## src/rtl/vec_exe_pkg.sv

```systemverilog
// Shared types for the vector encryption execute stage: ALU opcodes, FSM states
// and the control bundle carried alongside each instruction.
package vec_exe_pkg;

  localparam int LANES = 4;
  localparam int UNITS = LANES + 1;

  typedef enum logic [3:0] {
    ALU_ADD  = 4'h0,
    ALU_SUB  = 4'h1,
    ALU_AND  = 4'h2,
    ALU_OR   = 4'h3,
    ALU_XOR  = 4'h4,
    ALU_SHL  = 4'h5,
    ALU_SHR  = 4'h6,
    ALU_ROL  = 4'h7,
    ALU_ROR  = 4'h8,
    ALU_MUL  = 4'h9,
    ALU_PASS = 4'hA
  } alu_op_e;

  typedef enum logic [1:0] {
    IDLE = 2'd0,
    BUSY = 2'd1,
    DONE = 2'd2
  } exe_state_e;

  typedef struct packed {
    logic [3:0] rd;
    logic       reg_write;
    logic       mem_write;
    logic       result_src;
    logic       update_count;
    logic       branch_taken;
  } ctrl_t;

endpackage

```

## src/rtl/vec_exe_stage_mul.sv

```systemverilog
// One iterative shift-add multiplier (low WIDTH bits of the product); the
// execute stage instantiates one per lane plus one for the scalar pair.
module lane_mul_seq
  import vec_exe_pkg::*;
#(
  parameter int WIDTH = 16
) (
  input  logic             clk,
  input  logic             reset,
  input  logic             en,
  input  logic             start,
  input  logic             step,
  input  logic [WIDTH-1:0] a,
  input  logic [WIDTH-1:0] b,
  output logic [WIDTH-1:0] product
);

  logic [WIDTH-1:0] mcand_r;
  logic [WIDTH-1:0] mplier_r;
  logic [WIDTH-1:0] prod_r;

  // Operand latch on start, then one add-and-shift per step.
  always_ff @(posedge clk or negedge reset) begin
    if (!reset) begin
      mcand_r  <= {WIDTH{1'b0}};
      mplier_r <= {WIDTH{1'b0}};
      prod_r   <= {WIDTH{1'b0}};
    end else if (en) begin
      if (start) begin
        mcand_r  <= a;
        mplier_r <= b;
        prod_r   <= {WIDTH{1'b0}};
      end else if (step) begin
        if (mplier_r[0]) begin
          prod_r <= prod_r + mcand_r;
        end
        mcand_r  <= mcand_r << 1;
        mplier_r <= mplier_r >> 1;
      end
    end
  end

  assign product = prod_r;

endmodule

```

## src/rtl/vec_exe_stage.sv

```systemverilog
// Execute stage: four vector lanes plus a scalar pair, single-cycle ALU and an
// iterative MUL that stalls upstream. Define VEC_SAT_EN for saturating ADD/SUB.
module vec_exe_stage
  import vec_exe_pkg::*;
#(
  parameter int WIDTH = 16
) (
  input  logic             clk,
  input  logic             reset,
  input  logic             stop,
  input  logic             flush,
  input  logic [WIDTH-1:0] op01_in,
  input  logic [WIDTH-1:0] op11_in,
  input  logic [WIDTH-1:0] op21_in,
  input  logic [WIDTH-1:0] op31_in,
  input  logic [WIDTH-1:0] op02_in,
  input  logic [WIDTH-1:0] op12_in,
  input  logic [WIDTH-1:0] op22_in,
  input  logic [WIDTH-1:0] op32_in,
  input  logic [WIDTH-1:0] op1,
  input  logic [WIDTH-1:0] op2,
  input  logic [3:0]       rd_in,
  input  logic [3:0]       aluControl_in,
  input  logic             regWrite_in,
  input  logic             memWrite_in,
  input  logic             branch_in,
  input  logic             resultSrc_in,
  input  logic             updateCount_in,
  output logic [WIDTH-1:0] res0_out,
  output logic [WIDTH-1:0] res1_out,
  output logic [WIDTH-1:0] res2_out,
  output logic [WIDTH-1:0] res3_out,
  output logic [WIDTH-1:0] sres_out,
  output logic [WIDTH-1:0] op2_out,
  output logic [3:0]       rd_out,
  output logic             regWrite_out,
  output logic             memWrite_out,
  output logic             resultSrc_out,
  output logic             updateCount_out,
  output logic             branchTaken_out,
  output logic             stall_out
);

  localparam int CW = (WIDTH > 1) ? $clog2(WIDTH) : 1;
  localparam logic [CW-1:0] LAST_ITER = CW'(WIDTH - 1);

  function automatic logic [WIDTH-1:0] alu_calc(input alu_op_e op,
                                                input logic [WIDTH-1:0] a,
                                                input logic [WIDTH-1:0] b);
    logic [WIDTH-1:0]   calc;
    logic [2*WIDTH-1:0] dbl;
    logic [3:0]         sh;
`ifdef VEC_SAT_EN
    logic [WIDTH:0]     ext;
`endif
    calc = {WIDTH{1'b0}};
    dbl  = {(2*WIDTH){1'b0}};
    sh   = b[3:0];
    case (op)
`ifdef VEC_SAT_EN
      ALU_ADD: begin
        ext  = {1'b0, a} + {1'b0, b};
        calc = ext[WIDTH] ? {WIDTH{1'b1}} : ext[WIDTH-1:0];
      end
      ALU_SUB: calc = (a < b) ? {WIDTH{1'b0}} : (a - b);
`else
      ALU_ADD: calc = a + b;
      ALU_SUB: calc = a - b;
`endif
      ALU_AND: calc = a & b;
      ALU_OR:  calc = a | b;
      ALU_XOR: calc = a ^ b;
      ALU_SHL: calc = a << sh;
      ALU_SHR: calc = a >> sh;
      ALU_ROL: begin
        dbl  = {a, a} << sh;
        calc = dbl[2*WIDTH-1:WIDTH];
      end
      ALU_ROR: begin
        dbl  = {a, a} >> sh;
        calc = dbl[WIDTH-1:0];
      end
      ALU_PASS: calc = a;
      default:  calc = {WIDTH{1'b0}};
    endcase
    return calc;
  endfunction

  exe_state_e       state_r, state_n;
  logic [CW-1:0]    count_r, count_n;
  logic             load_alu, load_mul, mul_start, mul_step;
  logic             is_mul;
  ctrl_t            ctrl_in, ctrl_held_r, ctrl_out_r;
  logic [WIDTH-1:0] op2_held_r, op2_out_r;
  logic [WIDTH-1:0] opa [UNITS];
  logic [WIDTH-1:0] opb [UNITS];
  logic [WIDTH-1:0] alu_res [UNITS];
  logic [WIDTH-1:0] prod [UNITS];
  logic [WIDTH-1:0] res_r [UNITS];

  assign opa[0] = op01_in;
  assign opa[1] = op11_in;
  assign opa[2] = op21_in;
  assign opa[3] = op31_in;
  assign opa[4] = op1;
  assign opb[0] = op02_in;
  assign opb[1] = op12_in;
  assign opb[2] = op22_in;
  assign opb[3] = op32_in;
  assign opb[4] = op2;

  assign is_mul  = (aluControl_in == ALU_MUL);
  assign ctrl_in = '{rd: rd_in, reg_write: regWrite_in, mem_write: memWrite_in,
                     result_src: resultSrc_in, update_count: updateCount_in,
                     branch_taken: branch_in & (op1 == op2)};

  // Same operation on every lane and on the scalar pair.
  always_comb begin
    for (int i = 0; i < UNITS; i++) begin
      alu_res[i] = alu_calc(alu_op_e'(aluControl_in), opa[i], opb[i]);
    end
  end

  for (genvar g = 0; g < UNITS; g++) begin : g_mul
    lane_mul_seq #(.WIDTH(WIDTH)) u_mul (
      .clk     (clk),
      .reset   (reset),
      .en      (~stop),
      .start   (mul_start),
      .step    (mul_step),
      .a       (opa[g]),
      .b       (opb[g]),
      .product (prod[g])
    );
  end

  // Next-state and load selection; flush outranks a new issue.
  always_comb begin
    state_n   = state_r;
    count_n   = count_r;
    load_alu  = 1'b0;
    load_mul  = 1'b0;
    mul_start = 1'b0;
    mul_step  = 1'b0;
    if (flush) begin
      state_n = IDLE;
      count_n = {CW{1'b0}};
    end else begin
      case (state_r)
        IDLE: begin
          if (is_mul) begin
            mul_start = 1'b1;
            count_n   = {CW{1'b0}};
            state_n   = BUSY;
          end else begin
            load_alu = 1'b1;
          end
        end
        BUSY: begin
          mul_step = 1'b1;
          if (count_r == LAST_ITER) begin
            state_n = DONE;
          end else begin
            count_n = count_r + CW'(1);
          end
        end
        DONE: begin
          load_mul = 1'b1;
          state_n  = IDLE;
        end
        default: begin
          state_n = IDLE;
          count_n = {CW{1'b0}};
        end
      endcase
    end
  end

  // State, held MUL context and EXE/MEM outputs; stop freezes everything.
  always_ff @(posedge clk or negedge reset) begin
    if (!reset) begin
      state_r     <= IDLE;
      count_r     <= {CW{1'b0}};
      ctrl_held_r <= '0;
      ctrl_out_r  <= '0;
      op2_held_r  <= {WIDTH{1'b0}};
      op2_out_r   <= {WIDTH{1'b0}};
      for (int i = 0; i < UNITS; i++) begin
        res_r[i] <= {WIDTH{1'b0}};
      end
    end else if (!stop) begin
      state_r <= state_n;
      count_r <= count_n;
      if (mul_start) begin
        ctrl_held_r <= ctrl_in;
        op2_held_r  <= op2;
      end
      if (load_alu) begin
        ctrl_out_r <= ctrl_in;
        op2_out_r  <= op2;
        for (int i = 0; i < UNITS; i++) begin
          res_r[i] <= alu_res[i];
        end
      end else if (load_mul) begin
        ctrl_out_r <= ctrl_held_r;
        op2_out_r  <= op2_held_r;
        for (int i = 0; i < UNITS; i++) begin
          res_r[i] <= prod[i];
        end
      end else begin
        // Bubble: flags cleared, data left as they were.
        ctrl_out_r <= '{rd: ctrl_out_r.rd, default: 1'b0};
      end
    end
  end

  assign stall_out       = stop | ((state_r == IDLE) & is_mul) | (state_r == BUSY);
  assign res0_out        = res_r[0];
  assign res1_out        = res_r[1];
  assign res2_out        = res_r[2];
  assign res3_out        = res_r[3];
  assign sres_out        = res_r[4];
  assign op2_out         = op2_out_r;
  assign rd_out          = ctrl_out_r.rd;
  assign regWrite_out    = ctrl_out_r.reg_write;
  assign memWrite_out    = ctrl_out_r.mem_write;
  assign resultSrc_out   = ctrl_out_r.result_src;
  assign updateCount_out = ctrl_out_r.update_count;
  assign branchTaken_out = ctrl_out_r.branch_taken;

endmodule

```

## config.mk

```make
export PLATFORM = sky130hd
export DESIGN_NAME = vec_exe_stage
export DESIGN_NICKNAME = d
export VERILOG_FILES = /design/src/rtl/vec_exe_pkg.sv /design/src/rtl/vec_exe_stage_mul.sv /design/src/rtl/vec_exe_stage.sv
export SDC_FILE = /design/constraint.sdc
export NUM_CORES = 2
export LEC_CHECK = 0
export BUFFER_PORTS_ARGS = -buffer_cell sky130_fd_sc_hd__buf_4
export CAP_MARGIN = 10
export CORE_MARGIN = 2
export CORE_UTILIZATION = 50
export DETAILED_ROUTE_END_ITERATION = 16
export PLACE_DENSITY = 0.72
export SYNTH_ARGS = -nofsm -noshare
export SYNTH_HDL_FRONTEND = slang
export SYNTH_SLANG_ARGS = --single-unit
```

## constraint.sdc

```tcl
create_clock -name clk -period 2.8 [get_ports clk]
set_clock_uncertainty 0.1 [all_clocks]
set_input_delay 0 -clock clk [delete_from_list [all_inputs] [get_ports clk]]
set_output_delay 0 -clock clk [all_outputs]
set_load 0.03 [all_outputs]
```

==> metrics.md <==
| Metric | Value |
|---|---|
| Routed WL | 152000 um |
| Wl on met1 | 58700 um |
| Peak fanout along the critical path | 7 |
| Leak | 21.6 nW |
| Syn Nets | 5185 |
| WP data arrival | 3.26 ns |
| # setup viols final | 0 |
| Starting density of the core | 0.507 |
| Final hold violations | 1 |
| Setup crit end kind | register |
| Die X | 277 um |
| Netlist Area Pre-Place | 0.0372 mm2 |
| Peak Freq | 0.358 GHz |
| Clock Pin Slew Worst Setup and Hold Paths | 0.06 ns |
| Register bit total from synthesis | 376 |
| Max-Cap Viols | 0 |
| Period minus WS final | 2.79 ns |
| Top cell type's share of synthesized area | 0.253 |
| Total number of vias | 40600 |
| Met2 wire length | 66200 um |
| Synth cell types | 96 |
| CTS buffer count | 48 |
| Final instance area | 0.0472 mm2 |
| Hold Slack | -0.00403 ns |
| Peak VDD IR | 0.462 mV |
| DP HPWL | 109000 um |
| CP startpoint kind | register |
| Area occupied by multi-input gates | 0.0261 mm2 |
| Failing checks | negative hold slack |
| Post-synth EDFFs | 0 |
| Synth top area cells | dfrtp_1 (25%), ha_1 (11%), a21oi_1 (5.8%) |
| HP Class | primary input to register |
| Required @ worst endpoint | 3.26 ns |
| Total I/O pin count | 283 |
| Most used DFF post-synth | dfrtp_1 |
| Final WS setup | 0.00802 ns |
| Die area | 0.0766 mm2 |
| Std-Cell Rows | 99 |
| CTS sink cnt | 376 |
| Fill count | 6247 |
| Top-count cell post-synth | nor2_1 |
| YS warnings | 0 |
| Vias/cell | 6.42 |
| Wirelength per Cell | 24.0 um |
| RePlAce Congestion | 1.01 |
| Commonest cells in the netlist | nor2_1 (530), nand2_1 (513), a21oi_1 (430) |
| Fraction of layout cells with a size suffix above 1 | 0.211 |
| WL met3 | 16300 um |
| Area growth, synth to finish | 27.0% |
| Register area share after synthesis | 0.253 |
| Place WS | -0.529 ns |
| Area after DPL | 0.0433 mm2 |
| Async set-reset flop share out of synthesis | 1.00 |
| Maximum number of pins on one net before global-route repair | 113 |
| Die Ht | 277 um |
| CTS H-tree depth | 2 |
| DRT iter0 DRCs | 4879 |
| CTS tree | done |
| Routed Antenna Nets | 0 |
| Slew HR | 0.183 |
| DRT Pass-1 Iters | 8 |
| Synth Area per Inst | 7.95 um2 |
| Post-synth top area cell | dfrtp_1 |
| Root Driver | clkbuf_16 |
| First-pass GRT wire length | 230000 um |
| Core Region | 0.0733 mm2 |
| Post-Synthesis Cells | 4677 |
| Fin. max-slew vios | 0 |
| Worst skew pair latency | 0.64 ns |
| GRT Util Overall | 0.382 |
| Sequential Area | 0.00941 mm2 |
| Kind of critical path | register to register |
| Net count, final | 5827 |
| Antenna violations before repair | 9 |
| IO buf count | 282 |
| Grt ovf | 0 |
| Worst-margin pin slew | 1.22 ns |
| Remaining DRCs | 0 |
| Power per cell area | 479 mW/mm2 |
| Clock tree buffer depth | 3 |
| Vias in the first global route | 38600 |
| Period utilization | 0.997 |
| Outcome | finished, violations left |
| Highest Signal Layer | met5 |
[per-stage QoR]
| step | hold slack, ns | setup TNS [ns] | std cells | total power, mW | util |
|---|---|---|---|---|---|
| 3_5_place_dp | -0.00877 | -19.28 | 6050 | 15.3 | 0.591 |
| 5_1_grt | 0.0522 | -0.127 | 6318 | 23.6 | 0.644 |
| 6_report | -0.00403 | 0 | 6319 | 22.6 | 0.644 |
| 2_1_floorplan | -0.396 | -4.94 | 4677 | 11.8 | - |
| 3_3_place_gp | -0.00396 | -16.02 | 6050 | 15.1 | 0.591 |
| 4_1_cts | 0.00250 | 0 | 6308 | 22.4 | 0.638 |
[worst paths after layout]
| check | from | end | slack, ns | depth (start not counted) |
|---|---|---|---|---|
| max reg2reg | state_r[0] | res3_out[15] | 0.008 | 9 |
| max in group asynchronous | reset | g_mul[1].u_mul.mcand_r[12] | 1.33 | 4 |
| min in group asynchronous | reset | res3_out[10] | 0.40 | 3 |
| min reg2reg | ctrl_held_r[2] | ctrl_held_r[2] | 0.38 | 2 |
| min | op32_in[4] | g_mul[3].u_mul.mplier_r[4] | -0.004 | 6 |
| max | state_r[0] | res3_out[15] | 0.008 | 9 |
[routing by layer]
layer | GRT usage | vias to the layer above
met3 | 0.0750 | 641
met2 | 0.596 | 2494
met5 | 0 | -
met4 | 0.215 | 10
li1 | - | 18300
met1 | 0.499 | 19100
[layout by cell type (no fill, tap or decap), types with 12 or more instances in the layout]
cell and n:
or3_1 25, mux2i_1 115, inv_1 200, dfrtp_1 375, a221oi_1 49, o21ai_0 409, buf_12 35, a21oi_2 13
a31oi_1 82, ha_1 316, xnor2_1 102, nor2b_1 23, nor3_1 75, buf_4 727, nand2_1 509, o221ai_1 14
clkinv_2 12, nand3_1 83, and3_1 28, mux4_2 95, nand2b_1 22, a21oi_1 415, dlygate4sd3_1 168, o31ai_1 43
o21a_1 26, mux2_2 33, a22oi_1 63, a211oi_1 62, a21o_1 65, o2111ai_1 23, clkbuf_16 50, or2_2 21
o21ai_1 24, nor2_1 519, a221o_1 14, o211ai_1 61, a22o_1 16, o21bai_1 15, xor2_1 63, o22ai_1 36
[worst max-delay path, stage by stage (launching register included)]
cell	delay, ns
dfrtp_1	0.38
buf_4	0.16
nor3b_1	0.26
inv_1	0.18
a21oi_4	0.22
nand2_1	0.09
nor2_1	0.91
and3_1	0.28
mux2i_1	0.07
nand3_1	0.08
[where the power goes]
group | internal [mW] | switching (mW) | leakage, nW
sequential | 6.32 | 0.793 | 5.05
combinational | 3.56 | 5.04 | 15.7
clock | 4.13 | 2.79 | 0.844
[final cells by class]
| type | count | share of cell area |
|---|---|---|
| multi-input combinational | 3744 | 0.554 |
| sequential | 376 | 0.199 |
| timing repair buffer | 935 | 0.168 |
| clock buffer | 64 | 0.0293 |
| tap | 959 | 0.0254 |
| inverter | 214 | 0.0171 |
| clock inverter | 24 | 0.00718 |
| antenna | 3 | 0.000159 |
[sequential cells by signal, indices dropped and copies added, names as in the netlist]
| name | count |
|---|---|
| branchTaken_out | 1 |
| count_r | 4 |
| ctrl_held_r | 9 |
| g_mul.u_mul.mcand_r | 80 |
| g_mul.u_mul.mplier_r | 80 |
| g_mul.u_mul.product | 80 |
| memWrite_out | 1 |
| op2_held_r | 16 |
| op2_out | 16 |
| rd_out | 4 |
| regWrite_out | 1 |
| res0_out | 16 |
| res1_out | 16 |
| res2_out | 16 |
| res3_out | 16 |
| resultSrc_out | 1 |
| sres_out | 16 |
| state_r | 2 |
| updateCount_out | 1 |
[timing repair]
action / 4_1_cts / 5_1_grt
setup endpoints to repair: 5 / 48
hold buffers: 170 / 1
gates cloned: 0 / 2
gates resized for setup: 5 / 84
setup buffers: 0 / 9
pin swaps: 0 / 50
endpoints found under the hold margin: 625 / 1
[logic make-up (layout without fill, tap and decap cells)]
family                   count (synthesis)  after routing  synth area share
AND/OR/NAND/NOR                       1423           1424             0.167
buffers and inverters                  558           1237            0.0601
multiplexers                           249            249             0.101
adder cells (fa/ha/maj)                331            331             0.114
XOR/XNOR                               165            165            0.0389
flip-flops                             376            376             0.253
other                                    0              3                 0
AO/OA/AOI/OAI                         1575           1575             0.266
Power figures use the tool's default switching activity.
